--- config.mk ---
export PLATFORM = sky130hd
export DESIGN_NAME = alu_operand_loader
export DESIGN_NICKNAME = d
export VERILOG_FILES = /design/src/rtl/alu_operand_loader.sv
export SDC_FILE = /design/constraint.sdc
export NUM_CORES = 1
export LEC_CHECK = 0
export CORE_ASPECT_RATIO = 1.4
export CORE_MARGIN = 5
export CORE_UTILIZATION = 35
export CTS_BUF_LIST = sky130_fd_sc_hd__clkbuf_2 sky130_fd_sc_hd__clkbuf_4 sky130_fd_sc_hd__clkbuf_8
export DETAILED_ROUTE_END_ITERATION = 10
export GPL_TIMING_DRIVEN = 0
export PLACE_DENSITY = 0.71
export RECOVER_POWER = 100
export SYNTH_ARGS = -nofsm -noshare
export SYNTH_HDL_FRONTEND = slang
export SYNTH_SLANG_ARGS = --single-unit
--- constraint.sdc ---
create_clock -name CLK -period 5.1 [get_ports CLK]
set_clock_uncertainty 0.2 [all_clocks]
set_input_delay 1.53 -clock CLK [delete_from_list [all_inputs] [get_ports CLK]]
set_output_delay 1.53 -clock CLK [all_outputs]
set_load 0.01 [all_outputs]
--- src/rtl/alu_operand_loader.sv ---
// alu_operand_loader: pushbutton/switch loader for ALU operands A, B and op code; define ALU_LOADER_DEBOUNCE_EN to build the key debouncer
package cpu_types_pkg;
  typedef logic [3:0] aluop_t;
endpackage

module alu_operand_loader
  import cpu_types_pkg::*;
#(
  parameter int unsigned DEBOUNCE_CYCLES = 16
) (
  input  logic        CLK,
  input  logic        RST,
  input  logic [3:0]  key_n,
  input  logic [16:0] sw,
  output logic [31:0] porta,
  output logic [31:0] portb,
  output aluop_t      aluop,
  output logic        valid,
  output logic [1:0]  state
);
  typedef enum logic [1:0] {LOAD_A = 2'd0, LOAD_B = 2'd1, LOAD_OP = 2'd2, DONE = 2'd3} state_t;
  if (DEBOUNCE_CYCLES < 2 || DEBOUNCE_CYCLES > 32'h0010_0000) begin : g_bad_cfg
    $error("DEBOUNCE_CYCLES out of range 2..2^20");
  end
  logic unused_keys;
  assign unused_keys = ^key_n[3:2];
  logic [1:0] meta_q, meta_d, sync_q, sync_d, prev_q, prev_d, press_q, press_d;
  logic [1:0] armed_q, armed_d, start_q, start_d, lvl;
  // Keys reset to released; presses are only armed once the key has been seen
  // released after reset, so a key held through reset never fires.
  always_comb begin
    meta_d  = key_n[1:0];
    sync_d  = meta_q;
    prev_d  = lvl;
    press_d = armed_q & prev_q & ~lvl;
    start_d = {start_q[0], 1'b1};
    armed_d = armed_q | ({2{start_q[1]}} & sync_q);
  end
  // Synchronizer, edge detector and post-reset arming flops
  always_ff @(posedge CLK or posedge RST)
    if (RST) begin
      meta_q  <= '1;
      sync_q  <= '1;
      prev_q  <= '1;
      press_q <= '0;
      start_q <= '0;
      armed_q <= '0;
    end else begin
      meta_q  <= meta_d;
      sync_q  <= sync_d;
      prev_q  <= prev_d;
      press_q <= press_d;
      start_q <= start_d;
      armed_q <= armed_d;
    end
`ifdef ALU_LOADER_DEBOUNCE_EN
  localparam int CW = $clog2(DEBOUNCE_CYCLES);
  localparam logic [CW-1:0] LAST = CW'(DEBOUNCE_CYCLES - 1);
  logic [1:0][CW-1:0] cnt_q, cnt_d;
  logic [1:0]         lvl_q, lvl_d;
  // Count consecutive mismatches; the level flips on the DEBOUNCE_CYCLES-th one
  always_comb begin
    cnt_d = cnt_q;
    lvl_d = lvl_q;
    for (int k = 0; k < 2; k++) begin
      cnt_d[k] = (sync_q[k] == lvl_q[k] || cnt_q[k] == LAST) ? '0 : cnt_q[k] + 1'b1;
      lvl_d[k] = (sync_q[k] != lvl_q[k] && cnt_q[k] == LAST) ? sync_q[k] : lvl_q[k];
    end
  end
  // Debounce counters and accepted key levels
  always_ff @(posedge CLK or posedge RST)
    if (RST) begin
      cnt_q <= '0;
      lvl_q <= '1;
    end else begin
      cnt_q <= cnt_d;
      lvl_q <= lvl_d;
    end
  assign lvl = lvl_q;
`else
  assign lvl = sync_q;
`endif
  logic        ld, clr, valid_q, valid_d;
  logic [31:0] sw_ext, a_q, a_d, b_q, b_d;
  aluop_t      op_q, op_d;
  state_t      st_q, st_d;
  assign ld     = press_q[0];
  assign clr    = press_q[1];
  assign sw_ext = {{16{sw[16]}}, sw[15:0]};
  // Loader sequence; CLEAR overrides LOAD, DONE+LOAD restarts at operand A
  always_comb begin
    st_d    = st_q;
    a_d     = a_q;
    b_d     = b_q;
    op_d    = op_q;
    valid_d = 1'b0;
    if (clr) begin
      st_d = LOAD_A;
      a_d  = '0;
      b_d  = '0;
      op_d = '0;
    end else if (ld) begin
      case (st_q)
        LOAD_A, DONE: begin a_d = sw_ext; st_d = LOAD_B; end
        LOAD_B:       begin b_d = sw_ext; st_d = LOAD_OP; end
        default:      begin op_d = sw[3:0]; st_d = DONE; valid_d = 1'b1; end
      endcase
    end
  end
  // FSM state and registered outputs
  always_ff @(posedge CLK or posedge RST)
    if (RST) begin
      st_q    <= LOAD_A;
      a_q     <= '0;
      b_q     <= '0;
      op_q    <= '0;
      valid_q <= 1'b0;
    end else begin
      st_q    <= st_d;
      a_q     <= a_d;
      b_q     <= b_d;
      op_q    <= op_d;
      valid_q <= valid_d;
    end
  assign porta = a_q;
  assign portb = b_q;
  assign aluop = op_q;
  assign valid = valid_q;
  assign state = st_q;
endmodule
==> impl_metrics.toml, run 1 <==
[logic_synthesis]
synth_top_area_share_pct = 47.1
synth_cells = 210
ys_top_cells_by_area = "dfrtp_1 47%, mux2i_1 15%, nand2b_1 14%"
yosysMostFrequentCell = "nand2b_1"
async_flop_share_pct = 100
syn_nets = 235
syn_area_sq_mm = 0.00250
synth.distinct_cells = 19
synth_area_per_cell_sq_um = 11.9
ys_ff_latch = 53
synth_top_area_cell = "dfrtp_1"
yosys_most_used_dff = "dfrtp_1"
synth_edf_count = 0
synth.yosys.seq_area_share_pct = 53.4
synth_top_cells_by_count = "55 x nand2b_1, 47 x dfrtp_1, 38 x mux2i_1"
ys.warnings.count = 0

[timing]
finalHoldViolCount = 0
period_share_pct = 67.5
relSlewSlack_pct = 46.6
rsz0062_at_grt = "no"
slew_violations = 0
fin_tns_setup_ps = 0
fmax_mhz = 291
worst_pin_slew_ps = 801
finalSetupViolCount = 0
final.setup.worst_slack_ps = 1660
fin_crit_ps = 3440

[flow_run]
cap_viol_max_count = 0

[cts]
cts_tree = "built"
post_cts_resized = 0
cts_inserted_buffers = 5
cts_sinks = 53
root_buffer = "clkbuf_8"
hold_buffers = 0
clk_pin_slew_ps = 90
clock_latency_ps = 300
postCtsSetupBuffers = 0
cts_max_level = 2
clock_path_buffers = 2

[setup_path]
cp.arrival_ps = 1710
crit_path_start_kind = "register"
critPathMaxStageDelay_ps = 630
worstPathRequired_ps = 3370
crit_slowest_cell = "dfrtp_1"
crit_chain = "buf_4, dlygate4sd3_1"
critPathKind = "reg -> out"
crit_path_max_fanout = 17
rrSetupSlack_ps = 3150
cp_num_buf_inv = 2
end_kind = "output pin"
cpLargestDelayFamily = "buffers and inverters"

[pwr]
power_frac_clock_pct = 24.7
combPwrFrac_pct = 31.9
p_switching_w = 0.000321
switching_share_pct = 27.4
ir_worst_vdd_mv = 0.142
p_seq_share_pct = 43.4
power.total_w = 0.00117
p_leak_nw = 1.81
intPower_w = 0.000850
power.density_mw_per_mm2 = 320

[min_path]
hold_path_class = "reg -> reg"

[detailed_routing]
dr_wl_met2_um = 2900
vias = 1705
drtIter0Drc = 46
wirelength_um = 5560
top_layer_used = "met4"
met1_length_um = 2200
dr.pass1.iters = 4
drc = 0
wl_met3_um = 368
drt.antenna.violating_nets = 0
wl_per_cell_um = 13.7
viasPerCell = 4.20

[grt]
grt_pass1_vias = 1714
grt_max_degree = 36
antenna_found_initial = 0
grt_pass1_wl_um = 8670
grt.total_usage_pct = 12.8
overflow = 0

[floorplanning]
start_util_pct = 35.8
core-area_sq_mm = 0.00698
die_w_um = 81.4
ios = 94
rows = 36
die-area_sq_mm = 0.00895
die_h_um = 110

[cells_and_area]
areaGrowthSynthToFinish_pct = 46.4
fin_util_pct = 52.4
num-fill-cells = 617
num-nets-final = 334
drive_above_1_share_pct = 17.7

[placed_design]
post-place-ws_ps = 1980
portBuffers = 91
hpwlAfterDp_um = 4230
gp_congestion = 0.729

[outcome]
status = "finished clean"
## cell families after synthesis
group	synth area share (%)
compound gates	0.601
fa+ha+maj	1.00
buf+inv	12.5
flops	53.4
mux	15.2
other cells	0.150
simple gates	17.1
## metal layers
layer	vias to the layer above	track usage, %
met5	-	0
met2	57	21.5
met4	0	4.71
li1	836	-
met3	6	4.15
met1	806	15.1
## cells in the final DEF (no fill, tap or decap)
cell type	instances
dlygate4sd3_1	62
nand2b_1	55
dfrtp_1	47
mux2i_1	38
clkbuf_4	30
clkdlybuf4s50_1	29
nor2_1	5
clkbuf_8	5
clkbuf_1	4
dfstp_2	4
buf_6	3
inv_1	3
nand2_1	3
nor3_2	2
buf_2	2
clkbuf_2	2
nand2_2	2
a21o_1	2
ha_1	2
dfstp_1	2
diode_2	1
and2_0	1
and2_4	1
and2_1	1
buf_4	1
bufinv_16	1
inv_6	1
buf_12	1
conb_1	1
## path summary, 6_finish.rpt
path | depth (start not counted) | startpoint | endpoint
setup / recovery | 2 | porta[30]$_DFFE_PP0P_ | porta[26]
hold / removal | 0 | start_q[0]$_DFF_PP0_ | start_q[1]$_DFF_PP0_
setup reg to reg | 5 | state[1]$_DFFE_PP0P_ | portb[9]$_DFFE_PP0P_
hold reg to reg | 0 | start_q[0]$_DFF_PP0_ | start_q[1]$_DFF_PP0_
max in group asynchronous | 3 | RST | meta_q[1]$_DFF_PP1_
min in group asynchronous | 2 | RST | state[0]$_DFFE_PP0P_
## stage by stage
stage	std cells	area (sq um)	hold slack, ps
2_1_floorplan	210	2500	131
3_3_place_gp	396	3530	131
3_5_place_dp	397	3550	135
4_1_cts	405	3660	158
5_1_grt	405	3660	164
6_report	406	3660	156
## power groups by stage
stage / clock (W) / sequential, W / combinational (W)
floorplan: 0 / 0.000538 / 0.000169
global placement: 0 / 0.000520 / 0.000399
detailed placement: 0 / 0.000521 / 0.000407
CTS: 0.000303 / 0.000513 / 0.000408
global route: 0.000318 / 0.000518 / 0.000405
finish: 0.000289 / 0.000508 / 0.000373
## cell type report
cell class              instances  area [sq um]  share of cell area [%]
multi-input cells             113           852                    23.3
inverters                       3          11.3                   0.308
clock inverters                 2          38.8                    1.06
clock buffers                   6          76.3                    2.09
repair buffers                 92           931                    25.4
plain buffers                  41           294                    8.04
well taps                      95           119                    3.25
flip-flops and latches         53          1330                    36.5
diodes                          1          2.50                  0.0684
No activity file was read; power rests on OpenSTA's default activity.
==> run 2: changes to the inputs <==
--- a/config.mk
+++ b/config.mk
@@ -11,7 +11,7 @@
 export CTS_BUF_LIST = sky130_fd_sc_hd__clkbuf_2 sky130_fd_sc_hd__clkbuf_4 sky130_fd_sc_hd__clkbuf_8
 export DETAILED_ROUTE_END_ITERATION = 10
 export GPL_TIMING_DRIVEN = 0
-export PLACE_DENSITY = 0.71
+export PLACE_DENSITY = 0.73
 export RECOVER_POWER = 100
 export SYNTH_ARGS = -nofsm -noshare
 export SYNTH_HDL_FRONTEND = slang
==> constraint.sdc (replaced) <==
create_clock -name CLK -period 2.8 [get_ports CLK]
set_clock_uncertainty 0.2 [all_clocks]
set_input_delay 0.84 -clock CLK [delete_from_list [all_inputs] [get_ports CLK]]
set_output_delay 0.84 -clock CLK [all_outputs]
set_load 0.01 [all_outputs]
==> run 2 against run 1 <==
Non-clock buffer count unchanged. Cell area down 0.65%. Final cell count down 0.25%. Clock power up 85%. Combinational power up 77%. Die area unchanged. Utilization down 0.34 points. Hold slack better by 0.64 ps. Count of clock-buffer cells in the layout unchanged. Sequential power up 83%. First-iteration DRC count up 50%. Critical path type unchanged. Largest cell class unchanged. Highest routed layer unchanged.
==> impl_metrics.toml, run 2 (same netlist as run 1, synthesis figures left out) <==
[pwr]
ir_worst_vdd_mv = 0.311
p_seq_share_pct = 43.8
combPwrFrac_pct = 31.0
intPower_w = 0.00154
power_frac_clock_pct = 25.2
p_switching_w = 0.000584
p_leak_nw = 1.87
switching_share_pct = 27.5
power.density_mw_per_mm2 = 584
power.total_w = 0.00212

[detailed_routing]
vias = 1727
dr.pass1.iters = 4
drtIter0Drc = 69
drc = 0
dr_wl_met2_um = 3120
wl_per_cell_um = 14.4
drt.antenna.violating_nets = 0
wirelength_um = 5820
met1_length_um = 2310
viasPerCell = 4.26
top_layer_used = "met4"
wl_met3_um = 341

[floorplanning]
die_w_um = 81.4
start_util_pct = 35.8
ios = 94
core-area_sq_mm = 0.00698
die_h_um = 110
rows = 36
die-area_sq_mm = 0.00895

[setup_path]
cp_num_buf_inv = 2
cpLargestDelayFamily = "buffers and inverters"
r2r_cells = 5
critPathKind = "reg -> out"
cp.arrival_ps = 1620
rr_endpoint = "porta[1]$_DFFE_PP0P_"
critPathMaxStageDelay_ps = 630
crit_path_start_kind = "register"
end_kind = "output pin"
crit_path_max_fanout = 17
rrSetupSlack_ps = 690
r2r-start = "state[0]$_DFFE_PP0P_"
worstPathRequired_ps = 1760
crit_slowest_cell = "dlygate4sd3_1"
crit_chain = "buf_4, dlygate4sd3_1"

[min_path]
min_from = "start_q[0]$_DFF_PP0_"
hold_end = "start_q[1]$_DFF_PP0_"
hold_path_class = "reg -> reg"
min_path_cells = 0

[cells_and_area]
finalNonFillerCells = 405
diodes = 0
mostFrequentLayoutCells = "78 x dlygate4sd3_1, 55 x nand2b_1, 45 x dfrtp_1"
num-fill-cells = 648
mostFrequentLayoutCell = "dlygate4sd3_1"
areaGrowthSynthToFinish_pct = 45.5
fin_util_pct = 52.1
num-nets-final = 334
drive_above_1_share_pct = 16.8
seqCellArea_sq_mm = 0.00134
multi_input_area_sq_um = 838

[timing]
relSlewSlack_pct = 41.2
finalSetupViolCount = 0
finalHoldViolCount = 0
fin_tns_setup_ps = 0
rsz0062_at_grt = "no"
worst_pin_slew_ps = 880
whs_ps = 157
period_share_pct = 94.9
fmax_mhz = 376
slew_violations = 0
fin_crit_ps = 2660

[cts]
clock_latency_ps = 300
cts_tree = "built"
post_cts_resized = 0
clock_path_buffers = 2
postCtsSetupBuffers = 0
hold_buffers = 0
cts_inserted_buffers = 5
cts_sinks = 53
root_buffer = "clkbuf_8"
clk_pin_slew_ps = 90
cts_max_level = 2

[grt]
grt.total_usage_pct = 13.6
grt_max_degree = 33
grt_pass1_vias = 1871
grt_pass1_wl_um = 9230
antenna_found_initial = 0
overflow = 0

[placed_design]
place_inst = 397
gp_congestion = 0.746
hpwlAfterDp_um = 4340
portBuffers = 91

[flow_run]
cap_viol_max_count = 0

[outcome]
status = "finished clean"
[run 2: cell types whose count changed in the layout (fill, tap and decap cells not counted), moves of 16 or more]
| cell | delta |
|---|---|
| buf_4 | +28 |
| clkbuf_4 | -29 |
| clkdlybuf4s50_1 | -16 |
| dlygate4sd3_1 | +16 |
[run 2: per-stage QoR]
step           area [sq um]  worst slack, ps
2_1_floorplan          2500              484
3_3_place_gp           3530             -550
3_5_place_dp           3550              371
4_1_cts                3670             28.2
5_1_grt                3630             70.9
6_report               3630              143
[run 2: how the worst max path moves through the flow]
| stage | startpoint | endpoint | slack, ps | depth (start not counted) |
|---|---|---|---|---|
| after floorplan | RST | aluop[0]$_DFFE_PP0P_ | 480 | 1 |
| after global placement | RST | portb[14]$_DFFE_PP0P_ | -550 | 2 |
| after detailed placement | portb[30]$_DFFE_PP0P_ | portb[20] | 370 | 2 |
| after CTS | portb[30]$_DFFE_PP0P_ | portb[20] | 30 | 2 |
| after global routing | porta[30]$_DFFE_PP0P_ | porta[31] | 70 | 2 |
| final | portb[30]$_DFFE_PP0P_ | portb[20] | 140 | 2 |
[run 2: metal layers]
metal | vias up | global-route usage (%)
met4 | 0 | 3.99
met3 | 6 | 3.41
li1 | 836 | -
met2 | 54 | 23.5
met5 | - | 0
met1 | 831 | 16.4
[run 2: final cells by class]
type	count	share of cell area [%]
Buffer	41	7.68
Clock buffer	6	2.27
Clock inverter	2	1.03
Inverter	3	0.310
Multi-Input combinational cell	113	23.1
Sequential cell	53	36.8
Tap cell	95	3.27
Timing Repair Buffer	92	25.6
[run 2: power groups by stage]
stage,clock (W),sequential (W),combinational [W]
floorplan,0,0.000980,0.000307
global placement,0,0.000947,0.000728
detailed placement,0,0.000950,0.000744
CTS,0.000556,0.000937,0.000746
global route,0.000590,0.000947,0.000714
finish,0.000535,0.000930,0.000659
